### src/rtl/shift_ctrl_pkg.sv
// Shared types and helpers for the shifter sequencing controller.
package shift_ctrl_pkg;

    localparam int unsigned DATA_W  = 32;
    localparam int unsigned SHAMT_W = 5;
    localparam int unsigned OP_W    = 2;

    typedef enum logic [OP_W-1:0] {
        OP_SLL = 2'b00,
        OP_SRL = 2'b01,
        OP_SRA = 2'b10,
        OP_ROL = 2'b11
    } op_e;

    typedef enum logic {
        ST_IDLE  = 1'b0,
        ST_PASS2 = 1'b1
    } state_e;

    function automatic logic [DATA_W-1:0] rev32(input logic [DATA_W-1:0] x);
        logic [DATA_W-1:0] r;
        for (int i = 0; i < DATA_W; i++) begin
            r[i] = x[DATA_W-1-i];
        end
        return r;
    endfunction

endpackage

### src/rtl/Shifter.sv
// Shared 32-bit zero-fill left barrel shifter.
module Shifter
    import shift_ctrl_pkg::*;
(
    input  logic [DATA_W-1:0]  i_data,
    input  logic [SHAMT_W-1:0] i_shamt,
    output logic [DATA_W-1:0]  o_data
);

    assign o_data = i_data << i_shamt;

endmodule

### src/rtl/shift_ctrl.sv
// Arbitrates two requesters onto the left-only shifter, derives right shifts and
// two-pass rotates around it, and holds the result in a one-entry response slot.
module shift_ctrl
    import shift_ctrl_pkg::*;
#(
    parameter logic RR_EN = 1'b1
) (
    input  logic               clk,
    input  logic               rst,
    input  logic               req0_valid,
    output logic               req0_ready,
    input  logic [OP_W-1:0]    req0_op,
    input  logic [DATA_W-1:0]  req0_data,
    input  logic [SHAMT_W-1:0] req0_shamt,
    input  logic               req1_valid,
    output logic               req1_ready,
    input  logic [OP_W-1:0]    req1_op,
    input  logic [DATA_W-1:0]  req1_data,
    input  logic [SHAMT_W-1:0] req1_shamt,
    output logic               rsp_valid,
    input  logic               rsp_ready,
    output logic [DATA_W-1:0]  rsp_data,
    output logic               rsp_id
);

    state_e              r_state;
    state_e              w_state_nxt;
    logic                r_rr;
    logic [DATA_W-1:0]   r_hold;
    logic [DATA_W-1:0]   r_p2_data;
    logic [SHAMT_W-1:0]  r_p2_shamt;
    logic                r_p2_id;
    logic                r_rsp_valid;
    logic [DATA_W-1:0]   r_rsp_data;
    logic                r_rsp_id;

    logic                w_slot_free;
    logic                w_can;
    logic                w_prefer1;
    logic                w_gnt0;
    logic                w_gnt1;
    logic                w_acc0;
    logic                w_acc1;
    logic                w_acc;
    logic                w_sel;
    logic [OP_W-1:0]     w_op;
    logic [DATA_W-1:0]   w_data;
    logic [SHAMT_W-1:0]  w_shamt;
    logic                w_rol2;
    logic [DATA_W-1:0]   w_sh_in;
    logic [SHAMT_W-1:0]  w_sh_amt;
    logic [DATA_W-1:0]   w_sh_out;
    logic [DATA_W-1:0]   w_result;

    // Grant never looks at the same port's valid, so each ready is valid-independent.
    assign w_slot_free = !r_rsp_valid || rsp_ready;
    assign w_can       = (r_state == ST_IDLE) && w_slot_free && !rst;
    assign w_prefer1   = RR_EN && r_rr;
    assign w_gnt0      = w_can && !(req1_valid && w_prefer1);
    assign w_gnt1      = w_can && !(req0_valid && !w_prefer1);
    assign w_acc0      = req0_valid && w_gnt0;
    assign w_acc1      = req1_valid && w_gnt1;
    assign w_acc       = w_acc0 || w_acc1;
    assign w_sel       = w_acc1;

    assign w_op    = w_sel ? req1_op    : req0_op;
    assign w_data  = w_sel ? req1_data  : req0_data;
    assign w_shamt = w_sel ? req1_shamt : req0_shamt;
    assign w_rol2  = w_acc && (w_op == OP_ROL) && (w_shamt != '0);

    always_ff @(posedge clk) begin
        if (rst) begin
            r_state <= ST_IDLE;
        end else begin
            r_state <= w_state_nxt;
        end
    end

    always_comb begin
        w_state_nxt = r_state;
        case (r_state)
            ST_IDLE:  if (w_rol2) w_state_nxt = ST_PASS2;
            ST_PASS2: w_state_nxt = ST_IDLE;
            default:  w_state_nxt = ST_IDLE;
        endcase
    end

    // Pre/post processing: right shifts via reversal, SRA of negatives via inversion,
    // rotate pass 2 shifts the saved operand right by 32-n and merges the held left part.
    always_comb begin
        w_sh_in  = w_data;
        w_sh_amt = w_shamt;
        w_result = w_sh_out;
        if (r_state == ST_PASS2) begin
            w_sh_in  = rev32(r_p2_data);
            w_sh_amt = SHAMT_W'(6'd32 - {1'b0, r_p2_shamt});
            w_result = rev32(w_sh_out) | r_hold;
        end else begin
            case (w_op)
                OP_SRL: begin
                    w_sh_in  = rev32(w_data);
                    w_result = rev32(w_sh_out);
                end
                OP_SRA: begin
                    if (w_data[DATA_W-1]) begin
                        w_sh_in  = rev32(~w_data);
                        w_result = ~rev32(w_sh_out);
                    end else begin
                        w_sh_in  = rev32(w_data);
                        w_result = rev32(w_sh_out);
                    end
                end
                default: begin
                end
            endcase
        end
    end

    Shifter u_shifter (
        .i_data  (w_sh_in),
        .i_shamt (w_sh_amt),
        .o_data  (w_sh_out)
    );

    always_ff @(posedge clk) begin
        if (rst) begin
            r_rsp_valid <= 1'b0;
            r_rsp_data  <= '0;
            r_rsp_id    <= 1'b0;
            r_hold      <= '0;
            r_p2_data   <= '0;
            r_p2_shamt  <= '0;
            r_p2_id     <= 1'b0;
            r_rr        <= 1'b0;
        end else begin
            if (r_state == ST_PASS2) begin
                r_rsp_valid <= 1'b1;
                r_rsp_data  <= w_result;
                r_rsp_id    <= r_p2_id;
            end else if (w_acc && !w_rol2) begin
                r_rsp_valid <= 1'b1;
                r_rsp_data  <= w_result;
                r_rsp_id    <= w_sel;
            end else if (rsp_ready) begin
                r_rsp_valid <= 1'b0;
            end
            if (w_rol2) begin
                r_hold     <= w_result;
                r_p2_data  <= w_data;
                r_p2_shamt <= w_shamt;
                r_p2_id    <= w_sel;
            end
            if (w_acc) begin
                r_rr <= !w_sel;
            end
        end
    end

    assign req0_ready = w_gnt0;
    assign req1_ready = w_gnt1;
    assign rsp_valid  = r_rsp_valid;
    assign rsp_data   = r_rsp_data;
    assign rsp_id     = r_rsp_id;

endmodule

### config.mk
export PLATFORM = sky130hd
export DESIGN_NAME = shift_ctrl
export DESIGN_NICKNAME = d
export VERILOG_FILES = /design/src/rtl/shift_ctrl_pkg.sv /design/src/rtl/Shifter.sv /design/src/rtl/shift_ctrl.sv
export SDC_FILE = /design/constraint.sdc
export NUM_CORES = 1
export LEC_CHECK = 0
export CAP_MARGIN = 20
export CORE_ASPECT_RATIO = 0.7
export CORE_UTILIZATION = 40
export DETAILED_ROUTE_END_ITERATION = 10
export GPL_ROUTABILITY_DRIVEN = 0
export HOLD_SLACK_MARGIN = 0.1
export PLACE_DENSITY_LB_ADDON = 0.1
export SLEW_MARGIN = 10
export SYNTH_ARGS = -nofsm -noshare
export SYNTH_HDL_FRONTEND = slang
export SYNTH_SLANG_ARGS = --single-unit
### constraint.sdc
create_clock -name clk -period 7.5 [get_ports clk]
set_input_delay 2.25 -clock clk [delete_from_list [all_inputs] [get_ports clk]]
set_output_delay 2.25 -clock clk [all_outputs]
set_load 0.03 [all_outputs]
### Word level (Yosys, flattened, before mapping)

Index checks and enable logic that the tools add are counted.

* register bits: 106
* bits of input ports: 83
* output and inout port bits: 36
* word-level logic and storage cells: 60

* add/subtract/negate cells: 1
* equal/unequal tests: 3
* shift operators: 1
* mux-type cells: 19
* bitwise logic cells: 4
* reduce and logical (&&, ||, !) cells: 23

Operator list (number)
* 32-bit 2-to-1 mux: 7
* 32-bit case mux with 2 select lines: 2
* 32-bit inverter: 2
* 32-bit bitwise OR: 1
* 32-bit by 5-bit left shift with 32-bit output: 1
* 1-bit logical AND: 11
* 5-bit 2-to-1 mux: 2
* 1-bit logical NOT: 7
* 1-bit 2-to-1 mux: 6
* 5-bit nonzero test: 1
* 1-bit by 5-bit subtractor with 5-bit output, first input constant: 1
* 2-bit == test, second input constant: 2
* 3-bit nonzero test: 1
* 2-bit by 1-bit == test with 1-bit output, second input constant: 1
* 1-bit logical OR: 2
* 2-bit 2-to-1 mux: 1
* 1-bit case mux with 2 select lines: 1
* 2-bit nonzero test: 1
* 1-bit inverter: 1

### Longest topological paths before layout

Gate-level depths: netlist (run 1).

* depth in word-level cells: 18
* gate-level depth with buffers: 25
* depth with buffers taken out: 16

### Modules after synthesis

From an unflattened synthesis (run 1), not the netlist that was laid out.

* cells, all modules: 1015
* area, all modules: 8814.7 um^2

By module, submodules not included
* shift_ctrl: times used 1, cells each 839, area an instance 7090.6 um^2, seq. area each 2122.0 um^2
* Shifter: times used 1, cells each 176, area an instance 1724.2 um^2, seq. area each 0.0 um^2

### Worst setup path after synthesis (run 1)

No wires, ideal clock.

* path kind: in2reg
* from: input rst
* to: register r_hold[6]
* setup time: 134 ps
* arrival: 6662 ps
* required time: 7366 ps
* path slack: 704 ps
* stages: 23
* buffers on the path: 8
* cells stage by stage: buf_2 or2_1 buf_6 nor4_4 buf_6 buf_6 buf_2 buf_1 nand2_1 nand2_1 ha_1 clkbuf_1 nor2_1 clkbuf_1 nand2_1 mux2_1 nand4_1 mux2i_1 o21ai_1 a221oi_4 a32o_1 a221oi_1 a211oi_2

* cells in the longest elaborated chain, start to end: 14
* elaborated cells on any way between the ends: 27
* classes of those cells: 3 x eq/ne; 1 x shift; 10 x mux; 3 x bitwise; 10 x reduce/logical

RTL lines
* start: declaration: line shift_ctrl.sv:9 `input logic rst,`
* 1-bit logical NOT: line shift_ctrl.sv:57 `assign w_can = (r_state == ST_IDLE) && w_slot_free && !rst;`
* 1-bit logical AND: line shift_ctrl.sv:57
* 1-bit logical AND: line shift_ctrl.sv:60 `assign w_gnt1 = w_can && !(req0_valid && !w_prefer1);`
* 1-bit logical AND: line shift_ctrl.sv:62 `assign w_acc1 = req1_valid && w_gnt1;`
* 32-bit 2-to-1 mux: line shift_ctrl.sv:67 `assign w_data = w_sel ? req1_data : req0_data;`
* 32-bit inverter: line shift_ctrl.sv:106 `w_sh_in = rev32(~w_data);`
* 32-bit 2-to-1 mux: line shift_ctrl.sv:105 `if (w_data[DATA_W-1]) begin`
* 32-bit case mux with 2 select lines: line shift_ctrl.sv:99 `case (w_op)`
* 32-bit 2-to-1 mux: line shift_ctrl.sv:94 `if (r_state == ST_PASS2) begin`
* 32-bit by 5-bit left shift with 32-bit output: line Shifter.sv:10 `assign o_data = i_data << i_shamt;`
* 32-bit inverter: line shift_ctrl.sv:107 `w_result = ~rev32(w_sh_out);`
* 32-bit 2-to-1 mux: line shift_ctrl.sv:105
* 32-bit case mux with 2 select lines: line shift_ctrl.sv:99
* 32-bit 2-to-1 mux: line shift_ctrl.sv:94
* end signal: assignment: line shift_ctrl.sv:148 `r_hold <= w_result;`
* end: declaration: line shift_ctrl.sv:29 `logic [DATA_W-1:0] r_hold;`

Parallel ways exist; a longest one is shown, timed or not.
A chain may end at the register's enable or synchronous reset.

### Worst setup path in the final report (run 1)

* from: input req0_valid
* to: register r_rsp_data[25] (netlist: rsp_data[25])

* cells in the longest elaborated chain, start to end: 16
* elaborated cells on any way between the ends: 31
* classes of those cells: 3 x eq/ne; 1 x shift; 12 x mux; 3 x bitwise; 12 x reduce/logical

RTL lines
* start: declaration: line shift_ctrl.sv:10 `input logic req0_valid,`
* 1-bit logical AND: line shift_ctrl.sv:60
* 1-bit logical NOT: line shift_ctrl.sv:60
* 1-bit logical AND: line shift_ctrl.sv:60
* 1-bit logical AND: line shift_ctrl.sv:62
* 32-bit 2-to-1 mux: line shift_ctrl.sv:67
* 32-bit inverter: line shift_ctrl.sv:106
* 32-bit 2-to-1 mux: line shift_ctrl.sv:105
* 32-bit case mux with 2 select lines: line shift_ctrl.sv:99
* 32-bit 2-to-1 mux: line shift_ctrl.sv:94
* 32-bit by 5-bit left shift with 32-bit output: line Shifter.sv:10
* 32-bit inverter: line shift_ctrl.sv:107
* 32-bit 2-to-1 mux: line shift_ctrl.sv:105
* 32-bit case mux with 2 select lines: line shift_ctrl.sv:99
* 32-bit 2-to-1 mux: line shift_ctrl.sv:94
* 32-bit 2-to-1 mux: line shift_ctrl.sv:140 `end else if (w_acc && !w_rol2) begin`
* 32-bit 2-to-1 mux: line shift_ctrl.sv:136 `if (r_state == ST_PASS2) begin`
* end signal: assignment: line shift_ctrl.sv:138 `r_rsp_data <= w_result;`
* end signal: assignment: line shift_ctrl.sv:142 `r_rsp_data <= w_result;`
* end: declaration: line shift_ctrl.sv:34 `logic [DATA_W-1:0] r_rsp_data;`

Parallel ways exist; a longest one is shown, timed or not. The select of a mux whose other input is x is not followed.

==> metrics, run 1 <==
Final Slew Violations 0; Num Clock Sinks 106; sequential share of the synthesized area 0.203; I/O Pins 119; Final Net Count around 1600; GRT Util Overall 0.361; Startpoint Class input pin; port bufs 118; Final Setup Violations 0; post-synthesis cell type count between 90 and 100; most frequent cell after synthesis nand2_1; Relative slew margins 0.333; Total Power 2.58 mW; # resized after CTS 0; Max Freq between 100 and 150 MHz; Peak VDD IR 0.139 mV; initial antenna violation count 0; Synth area leaders dfxtp_1 20%, nand2_1 7.2%, nor2_1 4.8%, o211ai_1 4.7%, mux2i_1 4.1%; row cnt 49; Warnings, synthesis 0; DP Wirelength 36000 um; initial core utilization 0.407; met2 usage 0.479; Final Util 0.483; Worst R2R Setup Slack 2.46 ns; non-filler cells in the finished layout between 1500 and 2000; Clock Skew 0.0228 ns; Crit path arrival time 7.23 ns; Most Crowded Layer GR met1; ys async rst share 0; Fin Setup TNS 0 ns; Tightest Pin Transition 0.999 ns; Clock Latency Late Sink 0.38 ns; DR WL/cell 26.4 um; power per cell area 208 mW/mm^2; GR met3 Demand/Resource 0.125; # Post-CTS Setup Buffers 0; vias in the first global route 11200; Num CTS Buffers 9; Vias/cell between 6 and 7; cts hold-fix bufs 0; final hold violations 0; first-pass GRT wire length 73100 um; die width around 200 um; biggest area consumer among synthesized cells dfxtp_1; worst-path fanout max 31; filler instances 2576; RSZ-0062 raised after global routing no; clock slew at reported path FFs 0.07 ns; Iteration-0 DRC Markers 2272; Pre-antenna DRT Iters 7; syn_nets 1530; GRT overflow 0; Critical Path Sink Type register; kind of critical path in -> reg; Clock Root Buffer clkbuf_16; clk buf depth 2; Area Growth Syn to Fin 18.7%; top cell type's share of synthesized area 0.203; ANT cells 0; status complete, no violations; Worst EP required 7.80 ns; area of the core around 0.026 mm^2; DRC 0; fin crit period 6.93 ns; Post-Syn Instances 1442; via count 12800; die area 0.0267 mm^2; dpl cells 1831; period utilization 0.924; number of synthesized flops with an enable pin 0; met1 usage 0.540; Cell Area, Synth around 0.010 mm^2; Hold Path Class reg -> reg; CTS tree built; worst hold slack between 0.4 and 0.5 ns; Leak 4.41 nW; H-tree Lvls 3; share of cells above drive strength 1 0.118; Commonest cells post-synth 201 x nand2_1, 134 x nor2_1, 106 x dfxtp_1, 87 x clkbuf_1, 80 x o21ai_0; largest net degree at the start of global routing 66; maxcap violations 0; Die Height 137 um; flops & latches, synth between 100 and 150; average size of a mapped cell between 7 and 8 um^2; Routed Antenna Nets 0; Top FF cell, synth dfxtp_1; drt total wl between 40000 and 50000 um
metrics by stage:
step / setup WS (ns) / instance area (um^2)
4_1_cts: 0.797 / 12400
5_1_grt: 0.268 / 12400
6_report: 0.568 / 12400
3_3_place_gp: 0.421 / 12100
2_1_floorplan: 0.704 / 10400
3_5_place_dp: 0.429 / 12100
routing by layer:
layer | part of all wire | vias to the layer above
li1 | - | 5689
met1 | 0.45 | 6130
met2 | 0.38 | 913
met3 | 0.15 | 81
met4 | 0.021 | 0
met5 | 0 | -
state kept, by name, summed over array words and instances (netlist names):
name        count
r_hold         32
r_p2_data      32
r_p2_id         1
r_p2_shamt      5
r_rr            1
r_state         1
rsp_data       32
rsp_id          1
rsp_valid       1
cells in the final DEF (no fill, tap or decap), types with 12 or more instances in the layout:
cell             instances
a31oi_1                 16
o211a_1                 20
nand3_1                 66
o211ai_1                65
o31ai_1                 24
inv_1                   12
o22ai_1                 31
a211oi_1                25
o21ai_1                 17
o21a_1                  20
clkdlybuf4s50_1        117
mux2i_1                 43
nand2b_1                18
a311oi_1                39
o21ai_0                 80
nor2_1                 133
buf_4                   84
xnor2_1                 15
and2_1                  13
nor3_1                  38
nand2_1                201
a41oi_1                 19
a21oi_1                 64
dfxtp_1                105
final timing paths:
kind,from,endpoint,cells after the start
max reg2reg,r_state,rsp_data[3],16
min reg2reg,rsp_data[25],rsp_data[25],2
max,req0_valid,rsp_data[25],17
min,rsp_data[25],rsp_data[25],2
cell type report:
| class | count | area (um^2) | area share |
|---|---|---|---|
| Sequential cell | 106 | 2130 | 0.172 |
| Inverter | 13 | 48.8 | 0.00394 |
| Multi-Input combinational cell | 1177 | 7620 | 0.616 |
| Timing Repair Buffer | 204 | 1860 | 0.150 |
| Tap cell | 331 | 414 | 0.0335 |
| Clock inverter | 6 | 78.8 | 0.00637 |
| Clock buffer | 10 | 229 | 0.0185 |
where the power goes:
part           leakage [nW]  switching (mW)  internal (mW)
clock                 0.152           0.264          0.268
combinational          3.39           0.915          0.483
sequential            0.865          0.0351          0.610
cells by family after synthesis:
logic type / after synthesis / share of synthesized area
muxes: 58 / 0.0579
DFF: 106 / 0.203
AOI/OAI and AO/OA: 554 / 0.407
and+or+nand+nor: 543 / 0.242
xor gates and xnor gates: 17 / 0.0143
adders and majority gates: 5 / 0.00600
buffers and inverters: 159 / 0.0701
critical path: stages:
cell,delay [ns]
clkdlybuf4s50_1,0.55
nor2b_1,0.53
nor4_4,0.09
nand2_1,0.10
nand2_1,0.11
ha_1,0.32
buf_4,0.26
buf_4,0.39
nor3b_1,0.45
nand3_1,0.16
o211ai_1,0.18
a21oi_1,0.18
o221ai_2,0.45
nor3_2,0.14
o311ai_0,0.52
o211ai_1,0.32
a21oi_1,0.19
Note: power is estimated with default switching activity, not from simulation.
==> run 2, diff against run 1 <==
--- a/config.mk
+++ b/config.mk
@@ -16,3 +16,4 @@
 export SYNTH_ARGS = -nofsm -noshare
 export SYNTH_HDL_FRONTEND = slang
 export SYNTH_SLANG_ARGS = --single-unit
+export TNS_END_PERCENT = 50
==> results of run 2 <==
Same layout as run 1: the final DEF is identical, and so are final timing and power.
